## src/rtl/sfixed_pkg.sv

```systemverilog
`default_nettype none
// ============================================================================
//  Module   : sfixed_pkg
//  Brief    : Shared signed fixed-point helpers (format sizing, divider
//             shift/iteration derivation, saturation limits, FSM encoding).
//  Revision : 1.0 - initial release
// ============================================================================
package sfixed_pkg;

    typedef enum logic [1:0] {
        ST_IDLE = 2'd0,
        ST_CALC = 2'd1,
        ST_DONE = 2'd2
    } div_state_t;

    // Total width of a signed Qleft.right value, sign bit included.
    function automatic int sfixed_size(input int left, input int right);
        return left + right + 1;
    endfunction

    // Left alignment of the dividend so the quotient lands on the output grid.
    function automatic int sfixed_div_shift(input int a_right, input int b_right,
                                            input int out_right);
        return out_right + b_right - a_right;
    endfunction

    function automatic int sfixed_div_nw(input int a_size, input int shift);
        return a_size + shift;
    endfunction

    function automatic longint sfixed_max(input int size);
        return (64'sd1 <<< (size - 1)) - 64'sd1;
    endfunction

    function automatic longint sfixed_min(input int size);
        return -(64'sd1 <<< (size - 1));
    endfunction

endpackage
`default_nettype wire

```

## src/rtl/sfixed_saturate.sv

```systemverilog
`default_nettype none
// ============================================================================
//  Module   : sfixed_saturate
//  Brief    : Converts an unsigned magnitude plus sign into a saturated
//             two's-complement value of OUT_SIZE bits with an overflow flag.
//  Revision : 1.0 - initial release
// ============================================================================
module sfixed_saturate
    import sfixed_pkg::*;
#(
    parameter int MAG_W    = 16,
    parameter int OUT_SIZE = 8
) (
    input  logic [MAG_W-1:0]           i_mag,
    input  logic                       i_neg,
    output logic signed [OUT_SIZE-1:0] o_q,
    output logic                       o_ovf
);

    // One spare bit so the negative limit (2^(OUT_SIZE-1)) is always representable.
    localparam int CW = ((MAG_W > OUT_SIZE) ? MAG_W : OUT_SIZE) + 1;

    localparam logic [CW-1:0]       c_pos_lim = CW'(sfixed_max(OUT_SIZE));
    localparam logic [CW-1:0]       c_neg_lim = c_pos_lim + CW'(1);
    localparam logic [OUT_SIZE-1:0] c_q_max   = OUT_SIZE'(sfixed_max(OUT_SIZE));
    localparam logic [OUT_SIZE-1:0] c_q_min   = OUT_SIZE'(sfixed_min(OUT_SIZE));

    logic [CW-1:0]       w_mag;
    logic [OUT_SIZE-1:0] w_low;

    always_comb begin
        w_mag = CW'(i_mag);
        w_low = w_mag[OUT_SIZE-1:0];
        o_ovf = i_neg ? (w_mag > c_neg_lim) : (w_mag > c_pos_lim);
        if (o_ovf) begin
            o_q = i_neg ? c_q_min : c_q_max;
        end else begin
            o_q = i_neg ? -w_low : w_low;
        end
    end

endmodule
`default_nettype wire

```

## src/rtl/sfixed_div_seq.sv

```systemverilog
`default_nettype none
// ============================================================================
//  Module   : sfixed_div_seq
//  Brief    : Sequential signed fixed-point divider, one quotient bit per
//             clock (restoring division on magnitudes), saturating output.
//  Revision : 1.0 - initial release
// ============================================================================
module sfixed_div_seq
    import sfixed_pkg::*;
#(
    parameter int A_LEFT    = 7,
    parameter int A_RIGHT   = 8,
    parameter int B_LEFT    = 3,
    parameter int B_RIGHT   = 4,
    parameter int OUT_LEFT  = 3,
    parameter int OUT_RIGHT = 4,
    localparam int A_SIZE   = sfixed_size(A_LEFT, A_RIGHT),
    localparam int B_SIZE   = sfixed_size(B_LEFT, B_RIGHT),
    localparam int OUT_SIZE = sfixed_size(OUT_LEFT, OUT_RIGHT)
) (
    input  logic                       clk,
    input  logic                       rst,
    input  logic                       in_valid,
    output logic                       in_ready,
    input  logic signed [A_SIZE-1:0]   a,
    input  logic signed [B_SIZE-1:0]   b,
    output logic                       out_valid,
    input  logic                       out_ready,
    output logic signed [OUT_SIZE-1:0] out_q,
    output logic                       overflow,
    output logic                       div_by_zero
);

    localparam int SHIFT = sfixed_div_shift(A_RIGHT, B_RIGHT, OUT_RIGHT);
    localparam int NW    = sfixed_div_nw(A_SIZE, SHIFT);
    localparam int CNT_W = (NW > 1) ? $clog2(NW) : 1;

    localparam logic [OUT_SIZE-1:0] c_q_max = OUT_SIZE'(sfixed_max(OUT_SIZE));
    localparam logic [OUT_SIZE-1:0] c_q_min = OUT_SIZE'(sfixed_min(OUT_SIZE));

    generate
        if (SHIFT < 0) begin : g_bad_shift
            $error("sfixed_div_seq: OUT_RIGHT+B_RIGHT must be >= A_RIGHT");
        end
    endgenerate

    div_state_t          r_state;
    logic [NW-1:0]       r_n;
    logic [NW-1:0]       r_q;
    logic [B_SIZE-1:0]   r_d;
    logic [B_SIZE-1:0]   r_r;
    logic [CNT_W-1:0]    r_cnt;
    logic                r_sign;
    logic                r_a_neg;
    logic                r_dbz;
    logic                r_iter_done;

    logic [A_SIZE-1:0]   w_a_mag;
    logic [B_SIZE-1:0]   w_b_mag;
    logic [B_SIZE:0]     w_r_shift;
    logic                w_ge;
    logic [OUT_SIZE-1:0] w_sat_q;
    logic                w_sat_ovf;

    assign in_ready = (r_state == ST_IDLE);

    // Magnitudes as unsigned: the most negative operand maps to 2^(size-1).
    assign w_a_mag   = a[A_SIZE-1] ? A_SIZE'(-a) : A_SIZE'(a);
    assign w_b_mag   = b[B_SIZE-1] ? B_SIZE'(-b) : B_SIZE'(b);
    assign w_r_shift = {r_r, r_n[NW-1]};
    assign w_ge      = (w_r_shift >= {1'b0, r_d});

    sfixed_saturate #(
        .MAG_W    (NW),
        .OUT_SIZE (OUT_SIZE)
    ) u_sat (
        .i_mag (r_q),
        .i_neg (r_sign),
        .o_q   (w_sat_q),
        .o_ovf (w_sat_ovf)
    );

    // A zero divisor skips the iterations but still takes the finalize edge,
    // so its result appears one edge after accept.
    always_ff @(posedge clk) begin
        if (rst) begin
            r_state     <= ST_IDLE;
            r_n         <= '0;
            r_q         <= '0;
            r_d         <= '0;
            r_r         <= '0;
            r_cnt       <= '0;
            r_sign      <= 1'b0;
            r_a_neg     <= 1'b0;
            r_dbz       <= 1'b0;
            r_iter_done <= 1'b0;
            out_valid   <= 1'b0;
            out_q       <= '0;
            overflow    <= 1'b0;
            div_by_zero <= 1'b0;
        end else begin
            case (r_state)
                ST_IDLE: begin
                    if (in_valid) begin
                        r_sign      <= a[A_SIZE-1] ^ b[B_SIZE-1];
                        r_a_neg     <= a[A_SIZE-1];
                        r_n         <= NW'(w_a_mag) << SHIFT;
                        r_d         <= w_b_mag;
                        r_r         <= '0;
                        r_q         <= '0;
                        r_cnt       <= CNT_W'(NW - 1);
                        r_dbz       <= (b == '0);
                        r_iter_done <= (b == '0);
                        r_state     <= ST_CALC;
                    end
                end
                ST_CALC: begin
                    if (r_iter_done) begin
                        out_valid <= 1'b1;
                        if (r_dbz) begin
                            out_q       <= r_a_neg ? c_q_min : c_q_max;
                            overflow    <= 1'b0;
                            div_by_zero <= 1'b1;
                        end else begin
                            out_q       <= w_sat_q;
                            overflow    <= w_sat_ovf;
                            div_by_zero <= 1'b0;
                        end
                        r_state <= ST_DONE;
                    end else begin
                        if (w_ge) begin
                            r_r <= B_SIZE'(w_r_shift - {1'b0, r_d});
                        end else begin
                            r_r <= B_SIZE'(w_r_shift);
                        end
                        r_q <= {r_q[NW-2:0], w_ge};
                        r_n <= r_n << 1;
                        if (r_cnt == '0) begin
                            r_iter_done <= 1'b1;
                        end else begin
                            r_cnt <= r_cnt - CNT_W'(1);
                        end
                    end
                end
                ST_DONE: begin
                    if (out_ready) begin
                        out_valid   <= 1'b0;
                        out_q       <= '0;
                        overflow    <= 1'b0;
                        div_by_zero <= 1'b0;
                        r_state     <= ST_IDLE;
                    end
                end
                default: begin
                    r_state <= ST_IDLE;
                end
            endcase
        end
    end

endmodule
`default_nettype wire
```

## config.mk

```make
export PLATFORM = sky130hd
export DESIGN_NAME = sfixed_div_seq
export DESIGN_NICKNAME = d
export VERILOG_FILES = /design/src/rtl/sfixed_pkg.sv /design/src/rtl/sfixed_saturate.sv /design/src/rtl/sfixed_div_seq.sv
export SDC_FILE = /design/constraint.sdc
export NUM_CORES = 1
export LEC_CHECK = 0
export CAP_MARGIN = 20
export CORE_ASPECT_RATIO = 1.75
export CORE_MARGIN = 4
export CORE_UTILIZATION = 52
export CTS_CLUSTER_SIZE = 16
export DETAILED_ROUTE_END_ITERATION = 8
export MAX_ROUTING_LAYER = met4
export PLACE_DENSITY_LB_ADDON = 0.15
export SYNTH_ARGS = -nofsm -noshare
export SYNTH_HDL_FRONTEND = slang
export SYNTH_SLANG_ARGS = --single-unit
```

## constraint.sdc

```tcl
create_clock -name clk -period 2.1 [get_ports clk]
set_input_delay 0.21 -clock clk [delete_from_list [all_inputs] [get_ports clk]]
set_output_delay 0.21 -clock clk [all_outputs]
set_load 0.02 [all_outputs]
```

==> impl_metrics.prom, run 1 <==
# TYPE chip_impl_metric gauge
chip_impl_info{name="outcome",value="finished clean"} 1
chip_impl_metric{name="grt_max_degree",unit=""} 27
chip_impl_metric{name="worst-path-stages",unit=""} 8
chip_impl_metric{name="grt_util_all_layers",unit="%"} 22.6
chip_impl_metric{name="worst-path-max-fanout",unit=""} 3
chip_impl_metric{name="number_of_cell_rows",unit=""} 41
chip_impl_info{name="yosys-top-cells-area",value="dfxtp_1 (35%), nor2_1 (6.1%), a21oi_1 (5.8%)"} 1
chip_impl_metric{name="initial_utilization",unit="%"} 54.1
chip_impl_metric{name="detail_route.wl_per_cell",unit="um"} 14.6
chip_impl_info{name="netlist.top_cell.by_area",value="dfxtp_1"} 1
chip_impl_metric{name="rd_place_congestion",unit=""} 0.943
chip_impl_metric{name="layout_stage_area_growth_over_the_synthesis_result",unit="%"} 26.0
chip_impl_metric{name="detail_route.drc_violations",unit=""} 0
chip_impl_metric{name="worst_hold_slack",unit="ns"} 0.272
chip_impl_metric{name="cts.sinks",unit=""} 69
chip_impl_metric{name="ant_nets",unit=""} 0
chip_impl_metric{name="delay_of_the_slowest_cell_on_the_worst_path",unit="ns"} 0.61
chip_impl_metric{name="fp.dieArea",unit="sq mm"} 0.00909
chip_impl_metric{name="grt_first_pass_wirelength",unit="um"} 15900
chip_impl_metric{name="r2r_cells",unit=""} 8
chip_impl_metric{name="async_flop_share",unit="%"} 0
chip_impl_metric{name="postSynthCellCount",unit=""} 496
chip_impl_info{name="rsz0062_at_grt",value="yes"} 1
chip_impl_metric{name="cts_inserted_buffers",unit=""} 9
chip_impl_metric{name="first_global_vias",unit=""} 3668
chip_impl_metric{name="max_cap_violations",unit=""} 0
chip_impl_metric{name="post_cts_buffers",unit=""} 0
chip_impl_info{name="layout.cells.most_common_list",value="dfxtp_1 (69), nor2_1 (62), nand2_1 (49)"} 1
chip_impl_metric{name="synthesized_area_divided_by_synthesized_cell_count",unit="sq um"} 7.94
chip_impl_info{name="root_buffer",value="clkbuf_16"} 1
chip_impl_metric{name="pre_cts_slack",unit="ns"} -0.321
chip_impl_metric{name="finalWorstSetupSlack",unit="ns"} 0.0360
chip_impl_metric{name="final_period_utilization",unit="%"} 98.3
chip_impl_metric{name="grt_antenna_before_repair",unit=""} 0
chip_impl_info{name="r2r_start",value="r_n[15]"} 1
chip_impl_metric{name="n_fill_cell",unit=""} 630
chip_impl_metric{name="insertedDiodeCount",unit=""} 0
chip_impl_metric{name="layout-drive-gt1-share",unit="%"} 14.4
chip_impl_metric{name="fin_nets",unit=""} 594
chip_impl_metric{name="synthesis.nets",unit=""} 537
chip_impl_info{name="slowest_stage",value="or4b_2"} 1
chip_impl_info{name="critical_path.startpoint_type",value="flip-flop"} 1
chip_impl_metric{name="postLayoutCellArea",unit="sq mm"} 0.00497
chip_impl_metric{name="synth-seq-cells",unit=""} 69
chip_impl_metric{name="mappedNetlistArea",unit="sq mm"} 0.00394
chip_impl_metric{name="clock_path_buffers",unit=""} 2
chip_impl_metric{name="final_core_utilization",unit="%"} 68.2
chip_impl_metric{name="detailed_place.area",unit="sq mm"} 0.00458
chip_impl_metric{name="pleak",unit="nW"} 1.96
chip_impl_metric{name="drv_slew",unit=""} 0
chip_impl_info{name="setup.worst_path.start",value="r_n[15]"} 1
chip_impl_metric{name="setup_violations",unit=""} 0
chip_impl_metric{name="cp.arrival",unit="ns"} 2.32
chip_impl_info{name="worst_path_class_setup",value="flip-flop to flip-flop"} 1
chip_impl_metric{name="final_period_minus_worst_setup_slack",unit="ns"} 2.06
chip_impl_metric{name="firstDrtPassIters",unit=""} 5
chip_impl_metric{name="worst-slew-pin-transition",unit="ns"} 0.587
chip_impl_metric{name="cts_max_level",unit=""} 3
chip_impl_metric{name="synth.distinct_cells",unit=""} 63
chip_impl_metric{name="clk_transition_reported_paths",unit="ns"} 0.05
chip_impl_metric{name="num_vias",unit=""} 3756
chip_impl_metric{name="drtIter0Drc",unit=""} 183
chip_impl_metric{name="crit_required",unit="ns"} 2.36
chip_impl_info{name="hold_class",value="primary input to flip-flop"} 1
chip_impl_info{name="worst_path_cell_chain",value="inv_1 -> ha_2 -> fa_2 -> nand2b_4 -> a21oi_1 -> or4b_2 -> a31o_2 -> o21ai_0"} 1
chip_impl_info{name="timing.rr.end",value="r_r[6]"} 1
chip_impl_metric{name="num_io_pins",unit=""} 40
chip_impl_metric{name="drt-vias-per-instance",unit=""} 5.84
chip_impl_info{name="tritoncts_clock_tree",value="built"} 1
chip_impl_metric{name="hold_violations",unit=""} 0
chip_impl_metric{name="fin_worst_skew",unit="ns"} 0.00641
chip_impl_info{name="critical_path.endpoint_type",value="flip-flop"} 1
chip_impl_metric{name="dp.final_hpwl",unit="um"} 6920
chip_impl_metric{name="die-width",unit="um"} 73.8
chip_impl_info{name="final_common_cell",value="dfxtp_1"} 1
chip_impl_metric{name="port_buffers",unit=""} 39
chip_impl_info{name="crit_path_end",value="r_r[6]"} 1
chip_impl_metric{name="synth_enable_flop_cells",unit=""} 0
chip_impl_info{name="critical_path.top_delay_family",value="simple AND/OR/NAND/NOR gates"} 1
chip_impl_metric{name="design.core.area",unit="sq mm"} 0.00728
chip_impl_metric{name="timing.hold.worst_path_depth",unit=""} 2
chip_impl_metric{name="p_per_area",unit="mW/mm^2"} 830
chip_impl_metric{name="synth.top_cell.area_share",unit="%"} 35.1
chip_impl_metric{name="achievable-frequency",unit="MHz"} 485
chip_impl_metric{name="synth.yosys.warnings",unit=""} 0
chip_impl_metric{name="drt-total-wl",unit="um"} 9360
chip_impl_metric{name="rrSetupSlack",unit="ns"} 0.04
chip_impl_metric{name="worstSkewPairLatency",unit="ns"} 0.34
chip_impl_metric{name="worstPathBufferInverterCount",unit=""} 1
chip_impl_metric{name="yosysSeqAreaShare",unit="%"} 35.1
chip_impl_info{name="primary_flip_flop_cell_chosen_by_synthesis_mapping",value="dfxtp_1"} 1
chip_impl_metric{name="slew-limit-headroom",unit="%"} 60.8
chip_impl_metric{name="power.ir.vdd_worst",unit="uV"} 453
chip_impl_metric{name="chipHeight",unit="um"} 123
chip_impl_metric{name="grt_residual_overflow",unit=""} 0
cells by family (layout without fill, tap and decap cells):
kind of cell | after synthesis | in the layout | synth area share (%)
AO/OA/AOI/OAI | 139 | 139 | 23.8
XOR/XNOR | 23 | 23 | 5.11
adder cells (fa/ha/maj) | 13 | 13 | 4.32
buffers and inverters | 47 | 108 | 4.73
flip-flops | 69 | 69 | 35.1
multiplexers | 8 | 8 | 2.03
AND/OR/NAND/NOR | 197 | 197 | 24.9
report_power, final:
group	total (mW)	switching [mW]	leakage, nW	internal, mW
Combinational	1.05	0.547	1.24	0.500
Sequential	1.46	0.0638	0.563	1.40
Clock	1.61	0.556	0.158	1.06
Total	4.12	1.17	1.96	2.96
worst register-to-register path: cells and delay by family, from the launching register on:
family	cells	cell delay [ns]
AO/OA/AOI/OAI	3	0.44
AND/OR/NAND/NOR	2	0.74
flip-flops	1	0.32
adder cells (fa/ha/maj)	2	0.42
buffers and inverters	1	0.07
what timing repair did:
| item | CTS | global route |
|---|---|---|
| pin swaps | 0 | 3 |
| resized for setup | 1 | 16 |
| hold endpoints to repair | 0 | 0 |
| hold buffers | 0 | 0 |
| endpoints found under the setup margin | 3 | 21 |
how the worst min path moves through the flow:
stage	start	to
after floorplan	b[0]	r_d[0]
after global placement	r_n[10]	r_n[10]
after detailed placement	r_n[10]	r_n[10]
after CTS	rst	r_d[7]
after global routing	rst	r_n[14]
final	rst	r_n[15]
state kept, by name (all words and copies together), names as in the netlist:
register,cells
r_q,16
r_d,8
r_r,8
r_n,16
r_state,2
r_sign,1
overflow,1
r_dbz,1
out_valid,1
out_q,8
r_iter_done,1
div_by_zero,1
r_cnt,4
r_a_neg,1
layout make-up:
class,instances,area (sq um),area share (%)
well taps,86,108,2.17
clock buffers,10,239,4.81
multi-input cells,380,2440,49.1
clock inverters,5,75.1,1.51
flip-flops and latches,69,1380,27.8
repair buffers,74,652,13.1
inverters,19,71.3,1.44
synthesized netlist by cell type, drive strengths merged, types with 2 or more instances:
library cell   n
dfxtp         69
nor2          64
nand2         49
a21oi         46
o21ai         27
clkbuf        23
inv           19
xnor2         14
a211oi        13
and3          13
nor3          13
ha            12
nor2b         10
o41ai         10
xor2           9
mux2i          8
nand2b         8
or3            7
a22oi          6
nand3          5
a31oi          4
buf            4
nand3b         4
nor3b          4
nor4           4
or2            4
a211o          3
a221oi         3
a22o           3
a31o           3
a32oi          3
o211ai         3
or4            3
o221ai         2
o31ai          2
or3b           2
or4b           2
per-layer routing:
metal | vias to the layer above | wire length [um] | track usage [%]
met5 | - | 0 | -
met4 | 0 | 290 | 11.6
met3 | 21 | 308 | 3.74
met2 | 72 | 5040 | 40.2
met1 | 1759 | 3720 | 23.1
li1 | 1904 | - | -
through the flow:
stage          power, mW  setup TNS [ns]  std cells
3_5_place_dp        2.49           -1.54        628
5_1_grt             4.33         -0.0796        643
2_1_floorplan       2.15               0        496
6_report            4.12               0        643
4_1_cts             4.09               0        643
3_3_place_gp        2.47          -0.886        628
(Power assumes the default switching activity.)
==> run 2, diff against run 1 <==
--- a/config.mk
+++ b/config.mk
@@ -16,3 +16,4 @@
 export SYNTH_ARGS = -nofsm -noshare
 export SYNTH_HDL_FRONTEND = slang
 export SYNTH_SLANG_ARGS = --single-unit
+export TNS_END_PERCENT = 1
==> run 2 against run 1 <==
  * Clock-buffer cell count did not move
  * Sequential cell count did not move
  * Non-clock buffer count did not move
  * Combinational power barely moved
  * Power fell by 0.19%
  * Utilization barely moved
  * Clock power barely moved
  * Worst hold slack improved by 0.0062 ns
  * Cell count did not move
  * Critical path type is now primary input to flip-flop
  * Critical endpoint is now r_n[6]
  * Largest cell class unchanged
  * Highest routed layer unchanged
==> impl_metrics.prom, run 2 (synthesis gave the netlist of run 1 again) <==
# TYPE chip_impl_metric gauge
chip_impl_info{name="outcome",value="finished clean"} 1
chip_impl_metric{name="grt_residual_overflow",unit=""} 0
chip_impl_metric{name="port_buffers",unit=""} 39
chip_impl_metric{name="dpl.cell_count",unit=""} 628
chip_impl_metric{name="use_met2",unit="%"} 40.2
chip_impl_metric{name="postLayoutCellArea",unit="sq mm"} 0.00496
chip_impl_metric{name="die-width",unit="um"} 73.8
chip_impl_metric{name="fin_nets",unit=""} 594
chip_impl_metric{name="num_vias",unit=""} 3744
chip_impl_metric{name="power.switching_fraction",unit="%"} 28.1
chip_impl_metric{name="ant_nets",unit=""} 0
chip_impl_metric{name="intPower",unit="mW"} 2.96
chip_impl_info{name="critical_path.top_delay_family",value="simple AND/OR/NAND/NOR gates"} 1
chip_impl_metric{name="detailed_place.area",unit="sq mm"} 0.00458
chip_impl_info{name="tritoncts_clock_tree",value="built"} 1
chip_impl_metric{name="clk_transition_reported_paths",unit="ns"} 0.05
chip_impl_info{name="slowest_stage",value="or4b_2"} 1
chip_impl_metric{name="slew-limit-headroom",unit="%"} 61.5
chip_impl_metric{name="clock_path_buffers",unit=""} 2
chip_impl_metric{name="chipHeight",unit="um"} 123
chip_impl_metric{name="worstPathBufferInverterCount",unit=""} 2
chip_impl_metric{name="fp.dieArea",unit="sq mm"} 0.00909
chip_impl_metric{name="layout-drive-gt1-share",unit="%"} 14.5
chip_impl_metric{name="detail_route.drc_violations",unit=""} 0
chip_impl_info{name="root_buffer",value="clkbuf_16"} 1
chip_impl_metric{name="drt-vias-per-instance",unit=""} 5.82
chip_impl_metric{name="grt_first_pass_wirelength",unit="um"} 15900
chip_impl_info{name="worst_path_class_setup",value="primary input to flip-flop"} 1
chip_impl_metric{name="cts_inserted_buffers",unit=""} 9
chip_impl_metric{name="cts.sinks",unit=""} 69
chip_impl_metric{name="max_cap_violations",unit=""} 0
chip_impl_metric{name="drv_slew",unit=""} 0
chip_impl_metric{name="number_of_cell_rows",unit=""} 41
chip_impl_metric{name="grt_antenna_before_repair",unit=""} 0
chip_impl_metric{name="worst-path-max-fanout",unit=""} 5
chip_impl_metric{name="drt-total-wl",unit="um"} 9350
chip_impl_metric{name="share_comb_of_total_power",unit="%"} 25.5
chip_impl_metric{name="insertedDiodeCount",unit=""} 0
chip_impl_metric{name="p_per_area",unit="mW/mm^2"} 829
chip_impl_metric{name="detail_route.wl_per_cell",unit="um"} 14.5
chip_impl_metric{name="final_core_utilization",unit="%"} 68.2
chip_impl_metric{name="firstDrtPassIters",unit=""} 5
chip_impl_metric{name="worst-slew-pin-transition",unit="ns"} 0.577
chip_impl_metric{name="hold_violations",unit=""} 0
chip_impl_metric{name="cp.arrival",unit="ns"} 2.31
chip_impl_metric{name="power.sequential.fraction",unit="%"} 35.5
chip_impl_metric{name="design.core.area",unit="sq mm"} 0.00728
chip_impl_metric{name="first_global_vias",unit=""} 3668
chip_impl_metric{name="switching_power",unit="mW"} 1.16
chip_impl_info{name="critical_path.endpoint_type",value="flip-flop"} 1
chip_impl_metric{name="crit_required",unit="ns"} 2.32
chip_impl_info{name="final_common_cell",value="dfxtp_1"} 1
chip_impl_metric{name="grt_max_degree",unit=""} 27
chip_impl_info{name="layout.cells.most_common_list",value="dfxtp_1 (69), nor2_1 (62), nand2_1 (49)"} 1
chip_impl_metric{name="fin_worst_skew",unit="ns"} 0.00450
chip_impl_metric{name="rd_place_congestion",unit=""} 0.943
chip_impl_metric{name="finish.cell_count_without_fillers",unit=""} 643
chip_impl_metric{name="pleak",unit="nW"} 1.96
chip_impl_metric{name="gr-usage-met3",unit="%"} 3.74
chip_impl_metric{name="dp.final_hpwl",unit="um"} 6920
chip_impl_metric{name="cts_max_level",unit=""} 3
chip_impl_info{name="rsz0062_at_grt",value="yes"} 1
chip_impl_metric{name="achievable-frequency",unit="MHz"} 479
chip_impl_metric{name="final_period_utilization",unit="%"} 99.4
chip_impl_metric{name="layout_stage_area_growth_over_the_synthesis_result",unit="%"} 26.0
chip_impl_metric{name="grt_util_all_layers",unit="%"} 22.6
chip_impl_metric{name="fin_setup_tns",unit="ns"} 0
chip_impl_metric{name="final_period_minus_worst_setup_slack",unit="ns"} 2.09
chip_impl_info{name="hold_class",value="primary input to flip-flop"} 1
chip_impl_metric{name="delay_of_the_slowest_cell_on_the_worst_path",unit="ns"} 0.68
chip_impl_metric{name="drtIter0Drc",unit=""} 205
chip_impl_info{name="registers_with_the_most_flip_flops",value="r_n x16, r_q x16"} 1
chip_impl_info{name="worst_path_cell_chain",value="clkdlybuf4s50_1 -> inv_1 -> ha_1 -> or4b_2 -> o21ai_0 -> xnor2_1 -> nor2_1 -> o41ai_1"} 1
chip_impl_metric{name="num_io_pins",unit=""} 40
chip_impl_metric{name="initial_utilization",unit="%"} 54.1
chip_impl_metric{name="globalRouteMet1Util",unit="%"} 23.1
chip_impl_info{name="grt_busiest_layer",value="met2"} 1
chip_impl_metric{name="power.clock.fraction",unit="%"} 39.0
chip_impl_metric{name="ctsHoldBuffers",unit=""} 0
chip_impl_metric{name="worstSkewPairLatency",unit="ns"} 0.33
chip_impl_metric{name="power.ir.vdd_worst",unit="uV"} 448
chip_impl_info{name="critical_path.startpoint_type",value="primary input"} 1
chip_impl_metric{name="setup_violations",unit=""} 0
run 2: final timing paths:
| kind | slack (ns) | to | from | cells after the start |
|---|---|---|---|---|
| hold / removal | 0.28 | r_n[14] | rst | 2 |
| setup reg to reg | 0.03 | r_r[6] | r_n[15] | 8 |
| setup / recovery | 0.01 | r_n[6] | a[1] | 8 |
| hold reg to reg | 0.45 | r_n[10] | r_n[10] | 2 |
run 2: routing by layer:
layer  vias up  part of all wire [%]
met4         0                   2.7
met2        78                    54
met5         -                     0
li1       1901                     -
met1      1748                    40
met3        17                   3.6
run 2: worst register-to-register path: cells and delay by family, from the launching register on:
kind	cells	cell delay [ns]
adders and majority gates	2	0.42
buffers and inverters	1	0.07
DFF	1	0.32
AOI/OAI and AO/OA	3	0.44
and+or+nand+nor	2	0.75
run 2: final cells by class:
cell class | instances | area (sq um)
clock buffer | 10 | 239
tap | 86 | 108
clock inverter | 5 | 75.1
fill | 632 | 2320
multi-input combinational | 380 | 2440
sequential | 69 | 1380
timing repair buffer | 74 | 652
inverter | 19 | 71.3
run 2: timing repair:
item / in CTS / in global routing
pin swaps: 0 / 2
gates cloned: 0 / 0
resized for setup: 1 / 14
setup endpoints to repair: 3 / 21
setup buffers: 0 / 0
run 2: metrics by stage:
step	worst slack (ns)	power, mW	hold slack, ns
CTS	0.00382	4.09	0.264
finish	0.0116	4.12	0.278
detailed placement	-0.321	2.49	0.442
global placement	-0.220	2.47	0.432
floorplan	0.111	2.15	0.346
global route	-0.104	4.33	0.277
run 2: power by group through the flow:
stage	logic (mW)	clock network (mW)	registers [mW]
3_5_place_dp	1.00	0	1.49
5_1_grt	1.16	1.69	1.48
4_1_cts	1.01	1.62	1.46
3_3_place_gp	0.981	0	1.48
6_report	1.05	1.60	1.46
2_1_floorplan	0.671	0	1.47
==> run 3, diff against run 2 <==
--- a/config.mk
+++ b/config.mk
@@ -6,8 +6,8 @@
 export NUM_CORES = 1
 export LEC_CHECK = 0
 export CAP_MARGIN = 20
-export CORE_ASPECT_RATIO = 1.75
-export CORE_MARGIN = 4
+export CORE_ASPECT_RATIO = 0.75
+export CORE_MARGIN = 8
 export CORE_UTILIZATION = 52
 export CTS_CLUSTER_SIZE = 16
 export DETAILED_ROUTE_END_ITERATION = 8
==> run 3 against run 2 <==
  * Cell count up 2.5%
  * Setup slack better by 0.085 ns
  * Utilization down 1.1 points
  * Sequential share of layout area up 0.29 points
  * Worst hold slack worse by 0.061 ns
  * Combinational power about the same
  * Sequential power about the same
  * Cell area down 0.96%
  * Wire length up 2.5%
  * Global-route usage down 3.7 points
  * Critical path type is now flip-flop to flip-flop
  * Largest cell class unchanged
==> impl_metrics.prom, run 3 (synthesis gave the netlist of run 1 again) <==
# TYPE chip_impl_metric gauge
chip_impl_metric{name="report.power.total",unit="mW"} 3.59
chip_impl_metric{name="use_met2",unit="%"} 28.2
chip_impl_metric{name="slew-limit-headroom",unit="%"} 53.6
chip_impl_metric{name="dp.final_hpwl",unit="um"} 6910
chip_impl_metric{name="grt_antenna_before_repair",unit=""} 0
chip_impl_metric{name="globalRouteMet1Util",unit="%"} 24.7
chip_impl_metric{name="num_io_pins",unit=""} 40
chip_impl_info{name="hold_class",value="primary input to flip-flop"} 1
chip_impl_metric{name="firstDrtPassIters",unit=""} 5
chip_impl_info{name="timing.rr.end",value="out_q[6]"} 1
chip_impl_metric{name="worst-path-max-fanout",unit=""} 3
chip_impl_metric{name="clock_path_buffers",unit=""} 2
chip_impl_metric{name="crit_required",unit="ns"} 2.34
chip_impl_metric{name="design.core.area",unit="sq mm"} 0.00733
chip_impl_metric{name="num_vias",unit=""} 3750
chip_impl_metric{name="worstSkewPairLatency",unit="ns"} 0.34
chip_impl_metric{name="die-width",unit="um"} 117
chip_impl_info{name="hold_path_startpoint",value="rst"} 1
chip_impl_metric{name="fin_worst_skew",unit="ns"} 0.00880
chip_impl_metric{name="pre_cts_slack",unit="ns"} -0.284
chip_impl_info{name="layout.cells.most_common_list",value="dfxtp_1 (68), nor2_1 (62), nand2_1 (49)"} 1
chip_impl_metric{name="detail_route.drc_violations",unit=""} 0
chip_impl_metric{name="final_period_utilization",unit="%"} 95.4
chip_impl_metric{name="layout_stage_area_growth_over_the_synthesis_result",unit="%"} 24.8
chip_impl_metric{name="drt-total-wl",unit="um"} 9590
chip_impl_info{name="r2r_start",value="r_q[15]"} 1
chip_impl_info{name="grt_busiest_layer",value="met2"} 1
chip_impl_metric{name="port_buffers",unit=""} 39
chip_impl_metric{name="grt_util_all_layers",unit="%"} 18.8
chip_impl_metric{name="pleak",unit="nW"} 1.91
chip_impl_info{name="outcome",value="finished clean"} 1
chip_impl_metric{name="rrSetupSlack",unit="ns"} 0.1
chip_impl_metric{name="finalWorstSetupSlack",unit="ns"} 0.0965
chip_impl_metric{name="p_per_area",unit="mW/mm^2"} 730
chip_impl_metric{name="ctsHoldBuffers",unit=""} 0
chip_impl_info{name="critical_path.startpoint_type",value="flip-flop"} 1
chip_impl_metric{name="cts.sinks",unit=""} 69
chip_impl_metric{name="clk_transition_reported_paths",unit="ns"} 0.07
chip_impl_metric{name="initial_utilization",unit="%"} 53.7
chip_impl_metric{name="worst-slew-pin-transition",unit="ns"} 0.690
chip_impl_metric{name="drv_slew",unit=""} 0
chip_impl_metric{name="insertedDiodeCount",unit=""} 0
chip_impl_metric{name="detail_route.wl_per_cell",unit="um"} 14.5
chip_impl_metric{name="timing.hold.worst_path_depth",unit=""} 2
chip_impl_metric{name="grt_first_pass_wirelength",unit="um"} 16100
chip_impl_info{name="final_common_cell",value="dfxtp_1"} 1
chip_impl_metric{name="power.ir.vdd_worst",unit="uV"} 310
chip_impl_info{name="tritoncts_clock_tree",value="built"} 1
chip_impl_metric{name="ant_nets",unit=""} 0
chip_impl_metric{name="hold_violations",unit=""} 0
chip_impl_metric{name="gr-usage-met3",unit="%"} 4.50
chip_impl_metric{name="drtIter0Drc",unit=""} 273
chip_impl_metric{name="rd_place_congestion",unit=""} 0.887
chip_impl_metric{name="r2r_cells",unit=""} 5
chip_impl_metric{name="fp.dieArea",unit="sq mm"} 0.0106
chip_impl_metric{name="layout-drive-gt1-share",unit="%"} 15.6
chip_impl_info{name="hold_path_end",value="overflow"} 1
chip_impl_info{name="root_buffer",value="clkbuf_8"} 1
chip_impl_metric{name="max_cap_violations",unit=""} 0
chip_impl_metric{name="first_global_vias",unit=""} 3485
chip_impl_metric{name="achievable-frequency",unit="MHz"} 499
chip_impl_info{name="rsz0062_at_grt",value="no"} 1
chip_impl_metric{name="cts_inserted_buffers",unit=""} 9
chip_impl_metric{name="fin_nets",unit=""} 594
chip_impl_metric{name="chipHeight",unit="um"} 91.4
chip_impl_metric{name="final_period_minus_worst_setup_slack",unit="ns"} 2.00
chip_impl_metric{name="cp.arrival",unit="ns"} 2.24
chip_impl_info{name="registers_with_the_most_flip_flops",value="r_n x16, r_q x16"} 1
chip_impl_metric{name="setup_violations",unit=""} 0
chip_impl_metric{name="number_of_cell_rows",unit=""} 27
chip_impl_info{name="worst_path_class_setup",value="flip-flop to flip-flop"} 1
chip_impl_metric{name="cts_max_level",unit=""} 3
chip_impl_info{name="critical_path.endpoint_type",value="flip-flop"} 1
chip_impl_metric{name="grt_max_degree",unit=""} 33
chip_impl_metric{name="drt-vias-per-instance",unit=""} 5.69
chip_impl_metric{name="grt_residual_overflow",unit=""} 0
==> run 3: changes by cell type in the layout (fill, tap and decap cells not counted), moves of 3 or more <==
cell       before  now
clkbuf_16       9    0
clkbuf_8        1   10
o41ai_1        10    7
o41ai_2         0    3
==> run 3: critical path, stage by stage (launching register included) <==
cell	delay (ns)
dfxtp_2	0.32
or4_4	0.55
or3_4	0.38
a211o_1	0.27
a31o_1	0.19
a22o_1	0.19
==> run 3: cell type report <==
class                   instances  area [sq um]
fillers                       658          2410
clock inverters                 4          47.5
flip-flops and latches         69          1380
inverters                      19          71.3
clock buffers                  12           145
multi-input cells             380          2480
well taps                     101           126
repair buffers                 74           668
==> run 3: metrics by stage <==
step | cell area [sq um] | utilization [%] | cells | setup TNS [ns] | hold slack (ns)
floorplan | 3940 | - | 496 | 0 | 0.346
global route | 4920 | 67.1 | 659 | 0 | 0.227
global placement | 4610 | 62.8 | 642 | -0.740 | 0.432
detailed placement | 4610 | 62.8 | 642 | -1.09 | 0.439
CTS | 4800 | 65.5 | 658 | 0 | 0.203
finish | 4920 | 67.1 | 659 | 0 | 0.217
==> run 3: worst max-delay path by stage <==
stage / end / cells past startpoint / slack (ns) / startpoint
detailed placement: r_n[6] / 8 / -0.28 / a[1]
floorplan: r_r[0] / 7 / 0.11 / r_d[6]
global route: out_q[2] / 6 / 0.001 / r_q[15]
CTS: out_q[4] / 5 / 0.01 / r_q[12]
finish: out_q[6] / 5 / 0.1 / r_q[15]
global placement: r_n[6] / 8 / -0.21 / a[1]
==> run 3: power by group <==
group	switching, mW	leakage, nW	internal, mW
combinational	0.551	1.26	0.515
clock	0.483	0.0964	0.578
sequential	0.0677	0.563	1.40
total	1.10	1.91	2.49
==> run 3: routing by layer <==
layer | wire, um | vias to the layer above | part of all wire (%)
met1 | 4650 | 1753 | 49
li1 | - | 1893 | -
met3 | 528 | 6 | 5.5
met4 | 66 | 0 | 0.69
met2 | 4340 | 98 | 45
met5 | 0 | - | 0
==> run 3: what timing repair did <==
item                                    in CTS  in global routing
setup buffers                                0                  1
endpoints found under the setup margin       1                 17
resized for setup                            2                 25
pin swaps                                    0                  4
